## src/rtl/tof_frame_scheduler.sv

```systemverilog
// Frame acquisition scheduler: round-robin grant of one shared capture engine across
// NUM_SENS ToF sensors, per-frame completion/error tracking and handoff to processing.
module tof_frame_scheduler #(
    parameter int NUM_SENS = 8,
    parameter int SENS_W   = 3,
    parameter int TIMEOUT  = 1023,
    parameter int TO_W     = 10,
    parameter int FCNT_W   = 16
) (
    input  logic                clk,
    input  logic                rst,
    input  logic [NUM_SENS-1:0] sens_rdy,
    output logic                cap_req,
    output logic [SENS_W-1:0]   cap_sens,
    input  logic                cap_ack,
    input  logic                cap_done,
    input  logic                cap_err,
    input  logic                proc_busy,
    output logic                proc_drdy,
    output logic [NUM_SENS-1:0] done_mask,
    output logic [NUM_SENS-1:0] frame_err,
    output logic [FCNT_W-1:0]   frame_cnt,
    output logic                sched_busy
);

    // state     | meaning
    // ARB       | pick next ready, uncaptured sensor; hand off once all are done
    // REQ       | cap_req high, waiting for cap_ack
    // WAIT      | engine busy, waiting for cap_done / cap_err / timeout
    // HANDOFF   | frame complete, waiting for processing to be idle
    // GUARD     | one cycle after drdy while processing raises busy
    // PROC_WAIT | processing reads the buffer; no new captures
    typedef enum logic [2:0] {
        S_ARB, S_REQ, S_WAIT, S_HANDOFF, S_GUARD, S_PROC_WAIT
    } state_t;

    localparam logic [SENS_W:0]   NS_EXT   = (SENS_W+1)'(NUM_SENS);
    localparam logic [SENS_W-1:0] LAST_IDX = SENS_W'(NUM_SENS - 1);
    localparam logic [TO_W-1:0]   TMR_LOAD = TO_W'(TIMEOUT - 1);

    state_t              state_q, state_d;
    logic                cap_req_q, cap_req_d;
    logic [SENS_W-1:0]   cap_sens_q, cap_sens_d;
    logic [SENS_W-1:0]   rr_ptr_q, rr_ptr_d;
    logic [TO_W-1:0]     tmr_q, tmr_d;
    logic [NUM_SENS-1:0] done_mask_q, done_mask_d;
    logic [NUM_SENS-1:0] err_acc_q, err_acc_d;
    logic [NUM_SENS-1:0] frame_err_q, frame_err_d;
    logic [FCNT_W-1:0]   frame_cnt_q, frame_cnt_d;

    logic [NUM_SENS-1:0] cand;
    logic                grant_vld;
    logic [SENS_W-1:0]   grant_idx;
    logic [SENS_W:0]     probe;
    logic                fin, fin_err;

    // Descending scan so the candidate closest to rr_ptr is the last one written.
    always_comb begin
        cand      = sens_rdy & ~done_mask_q;
        grant_vld = 1'b0;
        grant_idx = '0;
        probe     = '0;
        for (int i = NUM_SENS - 1; i >= 0; i--) begin
            probe = {1'b0, rr_ptr_q} + (SENS_W+1)'(i);
            if (probe >= NS_EXT) begin
                probe = probe - NS_EXT;
            end
            if (cand[probe[SENS_W-1:0]]) begin
                grant_vld = 1'b1;
                grant_idx = probe[SENS_W-1:0];
            end
        end
    end

    always_comb begin
        state_d     = state_q;
        cap_sens_d  = cap_sens_q;
        rr_ptr_d    = rr_ptr_q;
        tmr_d       = tmr_q;
        done_mask_d = done_mask_q;
        err_acc_d   = err_acc_q;
        frame_err_d = frame_err_q;
        frame_cnt_d = frame_cnt_q;
        proc_drdy   = 1'b0;
        fin         = 1'b0;
        fin_err     = 1'b0;

        case (state_q)
            S_ARB: begin
                if (&done_mask_q) begin
                    state_d = S_HANDOFF;
                end else if (grant_vld) begin
                    cap_sens_d = grant_idx;
                    tmr_d      = TMR_LOAD;
                    state_d    = S_REQ;
                end
            end
            S_REQ: begin
                if (tmr_q == '0) begin
                    fin     = 1'b1;
                    fin_err = 1'b1;
                end else begin
                    tmr_d = tmr_q - TO_W'(1);
                    if (cap_ack) begin
                        state_d = S_WAIT;
                    end
                end
            end
            S_WAIT: begin
                if (cap_err || tmr_q == '0) begin
                    fin     = 1'b1;
                    fin_err = 1'b1;
                end else if (cap_done) begin
                    fin = 1'b1;
                end else begin
                    tmr_d = tmr_q - TO_W'(1);
                end
            end
            S_HANDOFF: begin
                if (!proc_busy) begin
                    proc_drdy   = 1'b1;
                    frame_err_d = err_acc_q;
                    err_acc_d   = '0;
                    done_mask_d = '0;
                    frame_cnt_d = frame_cnt_q + FCNT_W'(1);
                    state_d     = S_GUARD;
                end
            end
            S_GUARD: begin
                state_d = S_PROC_WAIT;
            end
            S_PROC_WAIT: begin
                if (!proc_busy) begin
                    state_d = S_ARB;
                end
            end
            default: begin
                state_d = S_ARB;
            end
        endcase

        if (fin) begin
            done_mask_d[cap_sens_q] = 1'b1;
            if (fin_err) begin
                err_acc_d[cap_sens_q] = 1'b1;
            end
            rr_ptr_d = (cap_sens_q == LAST_IDX) ? '0 : cap_sens_q + SENS_W'(1);
            tmr_d    = '0;
            state_d  = S_ARB;
        end

        cap_req_d = (state_d == S_REQ);
    end

    always_ff @(posedge clk or negedge rst) begin
        if (!rst) begin
            state_q     <= S_ARB;
            cap_req_q   <= 1'b0;
            cap_sens_q  <= '0;
            rr_ptr_q    <= '0;
            tmr_q       <= '0;
            done_mask_q <= '0;
            err_acc_q   <= '0;
            frame_err_q <= '0;
            frame_cnt_q <= '0;
        end else begin
            state_q     <= state_d;
            cap_req_q   <= cap_req_d;
            cap_sens_q  <= cap_sens_d;
            rr_ptr_q    <= rr_ptr_d;
            tmr_q       <= tmr_d;
            done_mask_q <= done_mask_d;
            err_acc_q   <= err_acc_d;
            frame_err_q <= frame_err_d;
            frame_cnt_q <= frame_cnt_d;
        end
    end

    assign cap_req    = cap_req_q;
    assign cap_sens   = cap_sens_q;
    assign done_mask  = done_mask_q;
    assign frame_err  = frame_err_q;
    assign frame_cnt  = frame_cnt_q;
    assign sched_busy = !(state_q == S_ARB && done_mask_q == '0);

endmodule

```

## config.mk

```make
export PLATFORM = sky130hd
export DESIGN_NAME = tof_frame_scheduler
export DESIGN_NICKNAME = d
export VERILOG_FILES = /design/src/rtl/tof_frame_scheduler.sv
export SDC_FILE = /design/constraint.sdc
export NUM_CORES = 1
export LEC_CHECK = 0
export BUFFER_PORTS_ARGS = -buffer_cell sky130_fd_sc_hd__buf_4
export CAP_MARGIN = 5
export CORE_UTILIZATION = 62
export CTS_CLUSTER_DIAMETER = 80
export DETAILED_ROUTE_END_ITERATION = 6
export PLACE_DENSITY = 0.87
export SYNTH_ARGS = -nofsm -noshare
export SYNTH_HDL_FRONTEND = slang
export SYNTH_SLANG_ARGS = --single-unit
```

## constraint.sdc

```tcl
create_clock -name clk -period 5.1 [get_ports clk]
set_input_delay 0.51 -clock clk [delete_from_list [all_inputs] [get_ports clk]]
set_output_delay 0.51 -clock clk [all_outputs]
set_load 0.01 [all_outputs]
```

==> results by group, run 1 <==
Status
  – Status: finished clean

STA
  – Slew headroom: ~44%
  – Post-route clock period utilization: approximately two thirds
  – RSZ-0062 raised after global routing: no
  – Final slew viol count: 0
  – Fmax: approximately 300 MHz
  – Minimum clock period: 3.40 ns
  – Worst setup margin: around 1.7 ns
  – Worst Max-Slew Pin Slew: approximately 0.84 ns
  – Worst clock skew: roughly 0.010 ns
  – Final setup viols: 0
  – Hold Fails Final Rpt: 0
  – Setup TNS: 0 ns

Worst setup path
  – Max Fanout on Critical Path: 18
  – Worst EP arrival: 3.66 ns
  – Cell count of the worst reg-to-reg path: 9
  – Slowest cell on crit path: dfrtp_1
  – Critical path required time: 5.36 ns
  – CP Cell Sequence: inv_6 > ha_1 > and4b_1 > or4_1 > mux2i_1 > nor2_1 > nor4_1 > o21ai_0 > a2bb2oi_2
  – Crit path largest cell delay: 0.89 ns
  – Type of origin of the critical path: register
  – CP Class: register to register
  – CP Capture Type: register

Synthesis
  – Synth Instances: between 300 and 400
  – Ys flop type: dfrtp_1
  – Ys async rst share: 100%
  – Flops & latches, synth: 60
  – Synth Area per Inst: around 10 µm²
  – Adder-cell share of the synthesized area: about 2.1%
  – Post-synthesis compound-gate area fraction: between 15 and 20%
  – Syn_nets: around 390
  – Cell variety after synth: between 60 and 70
  – Largest family of logic cells by synthesized area: simple AND/OR/NAND/NOR gates
  – Register area share after synthesis: 41.4%
  – Post-Synth Simple-Gate Area: 20.9%
  – Post-Synthesis Cell Area: between 3000 and 4000 µm²
  – Multiplexer share of the synthesized area: between 10% and 20%
  – Xor and xnor area share after synthesis: 4.11%
  – Post-synth EDFFs: 0
  – Synth Warn #: 0

Clock tree
  – CTS buffer count: 9
  – Worst-case clock buffer depth: 2
  – Post-cts resize count: 0
  – Hold_buf cts: 0
  – Clk root buf: clkbuf_8
  – H-tree Lvls: 3
  – Clock transition at path regs: 0.07 ns
  – TritonCTS clock tree: yes
  – Clk_lat worst skew: 0.33 ns
  – Post-CTS setup buffer count: 0
  – Clock sinks: 60

Die
  – Die width: slightly below 80 µm
  – I/O pin count: 52
  – Die H: 78.5 µm
  – Starting Density: about two thirds
  – Cell row count: 27
  – Die ar.: slightly above 6000 µm²
  – Core ar.: 5570 µm²

Global route
  – GRT Resource Usage Total: approximately 31%
  – Vias in the first global route: ~3,000
  – First-pass GRT wire length: 14.7 mm
  – Largest net degree at the start of global routing: 61
  – Initial antenna violation count: 0
  – Congestion Overflow GR: 0

Routing
  – DR WL/cell: approximately 18 µm
  – Router iterations before antenna repair: 6
  – Drt total wl: roughly 8.9 mm
  – Iter 0 DRT Violations: between 150 and 200
  – Vias: approximately 3,200
  – Residual DRC count: 0
  – Antenna viol nets, final: 0
  – Via density: roughly 6.5

Power and ir drop
  – Internal power: 1.52 mW
  – Pleak: 1.91 nW
  – Power Density: approximately 640 nW/µm²
  – Worst vdd ir: approximately 0.37 mV
  – Reg power frac: 32.5%
  – Switching Fraction: 43.7%
  – Sw power: between 1 and 1.5 mW
  – Combinational share of power: about half
  – Clock Power Share: approximately 16%
  – Total power: 2.70 mW

Place
  – Port bufs: 51
  – DPL Wire Length: 6.28 mm
  – Dpl ws: about 1.7 ns
  – RD Place Congestion: 0.940

Hold path
  – HP Class: input port to async pin

Cells and area
  – Share of cells above drive strength 1: a little under a quarter
  – Fill count: between 300 and 400
  – P&R area growth vs syn: 16.3%
  – Nets@finish: ~440
  – Antenna diodes: 0

Run
  – Number of max-cap violations: 0
-- kinds of logic after synthesis --
logic type | count (synthesis)
and+or+nand+nor | 150
AOI/OAI and AO/OA | 86
DFF | 60
buffers and inverters | 29
muxes | 25
xor gates and xnor gates | 17
adders and majority gates | 6
-- path summary, 6_finish.rpt --
kind | from | end | slack [ns]
worst max-delay path | rr_ptr_q[0] | cap_sens[0] | 1.70
min in group clk | err_acc_q[3] | frame_err[3] | 0.47
max in group asynchronous | rst | done_mask[0] | 4.36
worst min register to register | err_acc_q[3] | frame_err[3] | 0.47
worst min-delay path | rst | frame_err[2] | 0.25
worst max register to register | rr_ptr_q[0] | cap_sens[0] | 1.70
-- cells in the final DEF (no fill, tap or decap), types with 7 or more instances in the layout --
cell,n
a21oi_1,12
a22o_1,7
buf_4,51
clkbuf_8,11
dfrtp_1,60
inv_1,7
mux2i_1,11
mux4_2,8
nand2_1,58
nand2b_1,13
nand4_1,11
nor2_1,22
nor2b_1,7
nor4_1,7
o21ai_0,10
o21ai_1,15
xnor2_1,10
xor2_1,7
-- cell usage after synthesis (all sizes together) (7+ instances only) --
cell type,number,area (µm²)
a21oi,12,60.1
nor4,7,43.8
nand2b,13,81.3
nand2,59,224
mux2i,12,124
buf,9,55.1
nand4,11,68.8
dfrtp,60,1500
xor2,7,61.3
o21ai,26,134
nor2b,7,43.8
a22o,7,61.3
xnor2,10,87.6
clkbuf,7,26.3
inv,12,50.1
mux4,8,180
nor2,23,88.8
-- critical path, delay by kind of cell, from the launching register on --
family,cells,cell delay [ns]
mux,1,0.22
flops,1,0.89
simple gates,4,1.24
buf+inv,1,0.12
compound gates,2,0.37
fa+ha+maj,1,0.50
-- power by group through the flow --
stage	combinational (mW)	clock, mW	sequential [mW]
2_1_floorplan	1.10	0	0.773
3_3_place_gp	1.35	0	0.861
3_5_place_dp	1.38	0	0.873
4_1_cts	1.39	0.431	0.869
5_1_grt	1.52	0.453	0.899
6_report	1.40	0.423	0.879
-- registers in the layout, indices dropped and copies added, names as in the netlist --
register	cells
err_acc_q	8
state_q	3
tmr_q	10
frame_cnt	16
frame_err	8
rr_ptr_q	3
cap_req	1
cap_sens	3
done_mask	8
-- layout make-up --
cell class,count,area [µm²],share of cell area [%]
repair buffers,51,383,9.08
well taps,72,90.1,2.14
clock buffers,11,151,3.59
clock inverters,4,48.8,1.16
multi-input cells,284,1990,47.2
inverters,13,53.8,1.28
flip-flops and latches,60,1500,35.6
-- per-layer routing --
layer / GRT usage, % / wire length (µm) / up-vias
li1: - / - / 1459
met1: 41.3 / 3840 / 1593
met2: 50.4 / 4360 / 140
met3: 3.60 / 495 / 28
met4: 13.7 / 234 / 0
met5: 0 / 0 / -
-- stage by stage --
| stage | std cells | hold WS (ns) | utilization, % | cell area [µm²] |
|---|---|---|---|---|
| after floorplan | 373 | 0.214 | - | 3630 |
| after global placement | 480 | 0.452 | 72.1 | 4020 |
| after detailed placement | 480 | 0.464 | 72.1 | 4020 |
| after CTS | 495 | 0.269 | 75.7 | 4220 |
| after global routing | 495 | 0.304 | 75.7 | 4220 |
| final | 495 | 0.247 | 75.7 | 4220 |
(Power assumes the default switching activity.)
==> run 2, diff against run 1 <==
--- a/config.mk
+++ b/config.mk
@@ -7,10 +7,10 @@
 export LEC_CHECK = 0
 export BUFFER_PORTS_ARGS = -buffer_cell sky130_fd_sc_hd__buf_4
 export CAP_MARGIN = 5
-export CORE_UTILIZATION = 62
+export CORE_UTILIZATION = 52
 export CTS_CLUSTER_DIAMETER = 80
 export DETAILED_ROUTE_END_ITERATION = 6
-export PLACE_DENSITY = 0.87
+export PLACE_DENSITY = 0.78
 export SYNTH_ARGS = -nofsm -noshare
 export SYNTH_HDL_FRONTEND = slang
 export SYNTH_SLANG_ARGS = --single-unit
==> constraint.sdc (replaced) <==
create_clock -name clk -period 2.95 [get_ports clk]
set_input_delay 0.295 -clock clk [delete_from_list [all_inputs] [get_ports clk]]
set_output_delay 0.295 -clock clk [all_outputs]
set_load 0.01 [all_outputs]
==> results by group, run 2 (synthesis gave the netlist of run 1 again) <==
Routing
  – DR WL/cell: approximately 17 µm
  – Antenna viol nets, final: 0
  – Residual DRC count: 0
  – Via density: between 6 and 7
  – Vias: 3,121
  – Iter 0 DRT Violations: around 200
  – Drt total wl: 8.89 mm
  – Router iterations before antenna repair: 5

Power and ir drop
  – Power Density: between 1000 and 1500 nW/µm²
  – Combinational share of power: between 50% and 60%
  – Clock Power Share: around 16%
  – Reg power frac: a little under a third
  – Switching Fraction: a little over two fifths
  – Pleak: around 1.9 nW
  – Sw power: 2.09 mW
  – Internal power: roughly 2.7 mW
  – Worst vdd ir: 0.553 mV

Die
  – Die ar.: between 7000 and 8000 µm²
  – Die H: 85.5 µm
  – Cell row count: 30
  – Starting Density: between 50% and 60%
  – I/O pin count: 52
  – Die width: approximately 86 µm
  – Core ar.: about 6800 µm²

STA
  – Slew headroom: approximately 50%
  – Fmax: roughly 380 MHz
  – Worst Max-Slew Pin Slew: 0.727 ns
  – Minimum clock period: between 2 and 3 ns
  – Setup TNS: 0 ns
  – Final slew viol count: 0
  – Worst clock skew: 0.0130 ns
  – WHS: 0.0147 ns
  – Post-route clock period utilization: approximately 90%
  – RSZ-0062 raised after global routing: no
  – Final setup viols: 0
  – Hold Fails Final Rpt: 0

Global route
  – First-pass GRT wire length: between 10 and 15 mm
  – GRT Resource Usage Total: 25.9%
  – Largest net degree at the start of global routing: 61
  – Initial antenna violation count: 0
  – Vias in the first global route: 3,031
  – Congestion Overflow GR: 0

Place
  – DPL Wire Length: 6.41 mm
  – Port bufs: about 50
  – RD Place Congestion: about 1.0

Clock tree
  – Post-cts resize count: 0
  – Post-CTS setup buffer count: 0
  – H-tree Lvls: 3
  – Clock sinks: 60
  – Clock transition at path regs: 0.08 ns
  – TritonCTS clock tree: yes
  – Worst-case clock buffer depth: 2
  – Hold_buf cts: 0
  – Clk root buf: clkbuf_8
  – CTS buffer count: 9
  – Clk_lat worst skew: between 0.3 and 0.4 ns

Worst setup path
  – Critical path required time: around 3.2 ns
  – Worst EP arrival: around 2.9 ns
  – CP Capture Type: register
  – Type of origin of the critical path: register
  – Crit-path leading delay family: simple AND/OR/NAND/NOR gates
  – CP Class: register to register
  – Worst path bufs/invs: 2
  – Crit path largest cell delay: ~0.57 ns
  – Slowest cell on crit path: or4_1
  – Max Fanout on Critical Path: 10
  – CP Cell Sequence: inv_6 > ha_1 > buf_4 > nor4bb_1 > or4_1 > mux2i_1 > nor2_1 > nor4_1 > o21ai_0 > a2bb2oi_2

Cells and area
  – Nets@finish: 448
  – P&R area growth vs syn: 18.4%
  – Share of cells above drive strength 1: 24.5%
  – Antenna diodes: 0
  – Max FFs per register: 16
  – Commonest cells after routing, fill and taps aside: 60 x dfrtp_1, 60 x buf_4, 58 x nand2_1

Status
  – Status: finished clean

Run
  – Number of max-cap violations: 0

Hold path
  – HP Class: input port to async pin
## run 2: worst reg2reg max path: stages, from the launching register on
cell and delay, ns:
dfrtp_1 0.41, inv_6 0.08, ha_1 0.34, buf_4 0.19, nor4bb_1 0.06, or4_1 0.57, mux2i_1 0.21, nor2_1 0.08
nor4_1 0.32, o21ai_0 0.17, a2bb2oi_2 0.16
## run 2: per-layer routing
layer  wire [µm]  vias to the layer above  global-route usage [%]  share of wire, %
li1            -                     1479                       -                 -
met1        4000                     1516                    35.9                45
met2        4180                      107                    40.3                47
met3         486                       19                    4.62               5.5
met4         225                        0                    10.9               2.5
met5           0                        -                       0                 0
## run 2: worst paths after layout
path,from,endpoint,slack [ns],cells past startpoint
setup / recovery,rr_ptr_q[0],cap_sens[0],0.28,10
hold / removal,rst,err_acc_q[7],0.01,1
setup reg to reg,rr_ptr_q[0],cap_sens[0],0.28,10
hold reg to reg,err_acc_q[5],frame_err[5],0.47,2
max in group asynchronous,rst,state_q[1],2.45,1
min in group clk,cap_ack,state_q[0],0.36,4
## run 2: area by class of cell
cell class	count	area, µm²
fillers	586	2460
multi-input cells	284	1990
flip-flops and latches	60	1500
repair buffers	60	450
clock buffers	9	124
well taps	80	100
clock inverters	7	75.1
inverters	13	53.8
## run 2: through the flow
step / worst slack [ns] / utilization (%) / cell area [µm²] / std cells / total power, mW
5_1_grt: 0.127 / 63.6 / 4290 / 513 / 5.11
3_3_place_gp: 0.422 / 60.6 / 4100 / 497 / 3.93
2_1_floorplan: 0.359 / - / 3630 / 373 / 3.23
3_5_place_dp: 0.306 / 60.6 / 4100 / 497 / 4.00
6_report: 0.284 / 63.6 / 4290 / 513 / 4.76
4_1_cts: 0.304 / 63.6 / 4290 / 513 / 4.76
## run 2: power groups by stage
stage               registers, mW  logic [mW]  clock network [mW]
floorplan                    1.34        1.90                   0
global placement             1.43        2.50                   0
detailed placement           1.44        2.56                   0
CTS                          1.43        2.57               0.757
global route                 1.47        2.84               0.795
finish                       1.43        2.58               0.745
==> run 3, diff against run 2 <==
--- a/config.mk
+++ b/config.mk
@@ -7,10 +7,11 @@
 export LEC_CHECK = 0
 export BUFFER_PORTS_ARGS = -buffer_cell sky130_fd_sc_hd__buf_4
 export CAP_MARGIN = 5
-export CORE_UTILIZATION = 52
+export CORE_MARGIN = 2
+export CORE_UTILIZATION = 58
 export CTS_CLUSTER_DIAMETER = 80
 export DETAILED_ROUTE_END_ITERATION = 6
-export PLACE_DENSITY = 0.78
+export PLACE_DENSITY = 0.83
 export SYNTH_ARGS = -nofsm -noshare
 export SYNTH_HDL_FRONTEND = slang
 export SYNTH_SLANG_ARGS = --single-unit
==> constraint.sdc (replaced) <==
create_clock -name clk -period 2.6 [get_ports clk]
set_input_delay 0.26 -clock clk [delete_from_list [all_inputs] [get_ports clk]]
set_output_delay 0.26 -clock clk [all_outputs]
set_load 0.01 [all_outputs]
==> results by group, run 3 (synthesis gave the netlist of run 1 again) <==
Status
  – Status: complete, but fails checks
  – Failing checks: negative hold slack

Worst setup path
  – Max Fanout on Critical Path: 6
  – Worst path bufs/invs: 1
  – Type of origin of the critical path: register
  – Crit path largest cell delay: about 0.56 ns
  – Critical path required time: between 2 and 3 ns
  – CP Cell Sequence: inv_6 > ha_2 > and4b_1 > or4_1 > mux2i_1 > nor2_1 > nor4_2 > o21ai_0 > a2bb2oi_2
  – Crit-path leading delay family: simple AND/OR/NAND/NOR gates
  – Slowest cell on crit path: or4_1
  – Worst EP arrival: roughly 2.7 ns
  – CP Class: register to register
  – R2R Setup Slk: between 0.1 and 0.15 ns
  – CP Capture Type: register

STA
  – Minimum clock period: roughly 2.5 ns
  – Final slew viol count: 0
  – Setup TNS: 0 ns
  – Hold Fails Final Rpt: 4
  – WHS: -0.0113 ns
  – Worst Max-Slew Pin Slew: roughly 0.80 ns
  – Slew headroom: 46.4%
  – Post-route clock period utilization: a little over nine tenths
  – Fmax: about 400 MHz
  – RSZ-0062 raised after global routing: no
  – Worst setup margin: approximately 0.13 ns
  – Worst clock skew: 0.0114 ns
  – Final setup viols: 0

Place
  – Placed cells: a little over 500
  – RD Place Congestion: 1.01
  – Port bufs: 51
  – Dpl ws: -0.0498 ns
  – DPL Wire Length: around 7 mm

Power and ir drop
  – Power Density: around 1300 nW/µm²
  – Total power: 5.61 mW
  – Worst vdd ir: 0.713 mV
  – Pleak: approximately 2 nW

Clock tree
  – Clk_lat worst skew: roughly 0.34 ns
  – Clock transition at path regs: 0.07 ns
  – Hold_buf cts: 0
  – Clk root buf: clkbuf_8
  – Clock sinks: 60
  – H-tree Lvls: 3
  – TritonCTS clock tree: yes
  – Worst-case clock buffer depth: 2
  – CTS buffer count: 9

Routing
  – Via density: 6.13
  – DR WL/cell: approximately 18 µm
  – Iter 0 DRT Violations: between 150 and 200
  – Antenna viol nets, final: 0
  – Router iterations before antenna repair: 4
  – Vias: around 3,200
  – Residual DRC count: 0
  – Drt total wl: ~9.5 mm

Hold path
  – HP Class: input port to async pin

Global route
  – First-pass GRT wire length: between 15 and 20 mm
  – Initial antenna violation count: 0
  – Vias in the first global route: 3,158
  – GRT Resource Usage Total: between 20% and 30%
  – Congestion Overflow GR: 0
  – Largest net degree at the start of global routing: 61

Cells and area
  – Max FFs per register: 16
  – Antenna diodes: 0
  – Share of cells above drive strength 1: between 20% and 30%
  – Nets@finish: roughly 460
  – Commonest cells after routing, fill and taps aside: 73 x buf_4, 60 x dfrtp_1, 58 x nand2_1
  – Commonest non-fill, non-tap cell in the layout: buf_4
  – P&R area growth vs syn: 21.3%
  – Fill count: about 440
  – Fin cells: 521

Die
  – I/O pin count: 52
  – Cell row count: 28
  – Die ar.: between 6000 and 7000 µm²
  – Core ar.: roughly 6000 µm²
  – Starting Density: around three fifths
  – Die H: about 83 µm
  – Die width: between 80 and 90 µm

Run
  – Number of max-cap violations: 0
-- run 3: changes by cell type in the layout (fill, tap and decap cells not counted), moves of 2 or more --
cell / change
buf_4: +13
clkbuf_1: +2
clkinvlp_4: -3
ha_1: -2
ha_2: +2
inv_6: -2
-- run 3: metal layers --
layer	GRT usage (%)	up-vias	share of wire, %
li1	-	1511	-
met1	36.9	1561	42
met2	46.9	99	51
met3	5.67	24	5.4
met4	9.84	0	2.1
met5	0	-	0
-- run 3: final cells by class --
class / count / area (µm²) / share of cell area [%]
inverters: 13 / 53.8 / 1.22
clock buffers: 12 / 145 / 3.30
repair buffers: 73 / 548 / 12.5
clock inverters: 4 / 48.8 / 1.11
flip-flops and latches: 60 / 1500 / 34.1
well taps: 75 / 93.8 / 2.13
multi-input cells: 284 / 2010 / 45.6
-- run 3: worst paths after layout --
kind,end,cells past startpoint,start
min,tmr_q[3],1,rst
max reg2reg,cap_sens[0],9,rr_ptr_q[0]
min in group clk,state_q[0],4,cap_ack
max in group asynchronous,frame_cnt[7],1,rst
min reg2reg,frame_cnt[15],1,frame_cnt[15]
max,cap_sens[0],9,rr_ptr_q[0]
-- run 3: worst reg2reg max path, delay by kind of cell, from the launching register on --
family          cells  cell delay (ns)
mux                 1             0.23
compound gates      2             0.31
buf+inv             1             0.09
fa+ha+maj           1             0.30
flops               1             0.42
simple gates        4             1.07
-- run 3: timing repair --
action | 4_1_cts | 5_1_grt
endpoints found under the setup margin | 1 | 2
setup buffers | 1 | 0
pin swaps | 1 | 0
gates resized for setup | 1 | 3
-- run 3: where the power goes --
| part | total [mW] | switching (mW) | leakage [nW] | internal [mW] |
|---|---|---|---|---|
| Clock | 0.833 | 0.365 | 0.100 | 0.468 |
| Sequential | 1.61 | 0.381 | 0.770 | 1.23 |
| Combinational | 3.16 | 1.67 | 1.14 | 1.50 |
-- run 3: per-stage QoR --
| stage | cell area, µm² | utilization, % |
|---|---|---|
| after floorplan | 3630 | - |
| after global placement | 4190 | 69.9 |
| after detailed placement | 4190 | 69.9 |
| after CTS | 4390 | 73.4 |
| after global routing | 4400 | 73.4 |
| final | 4400 | 73.4 |
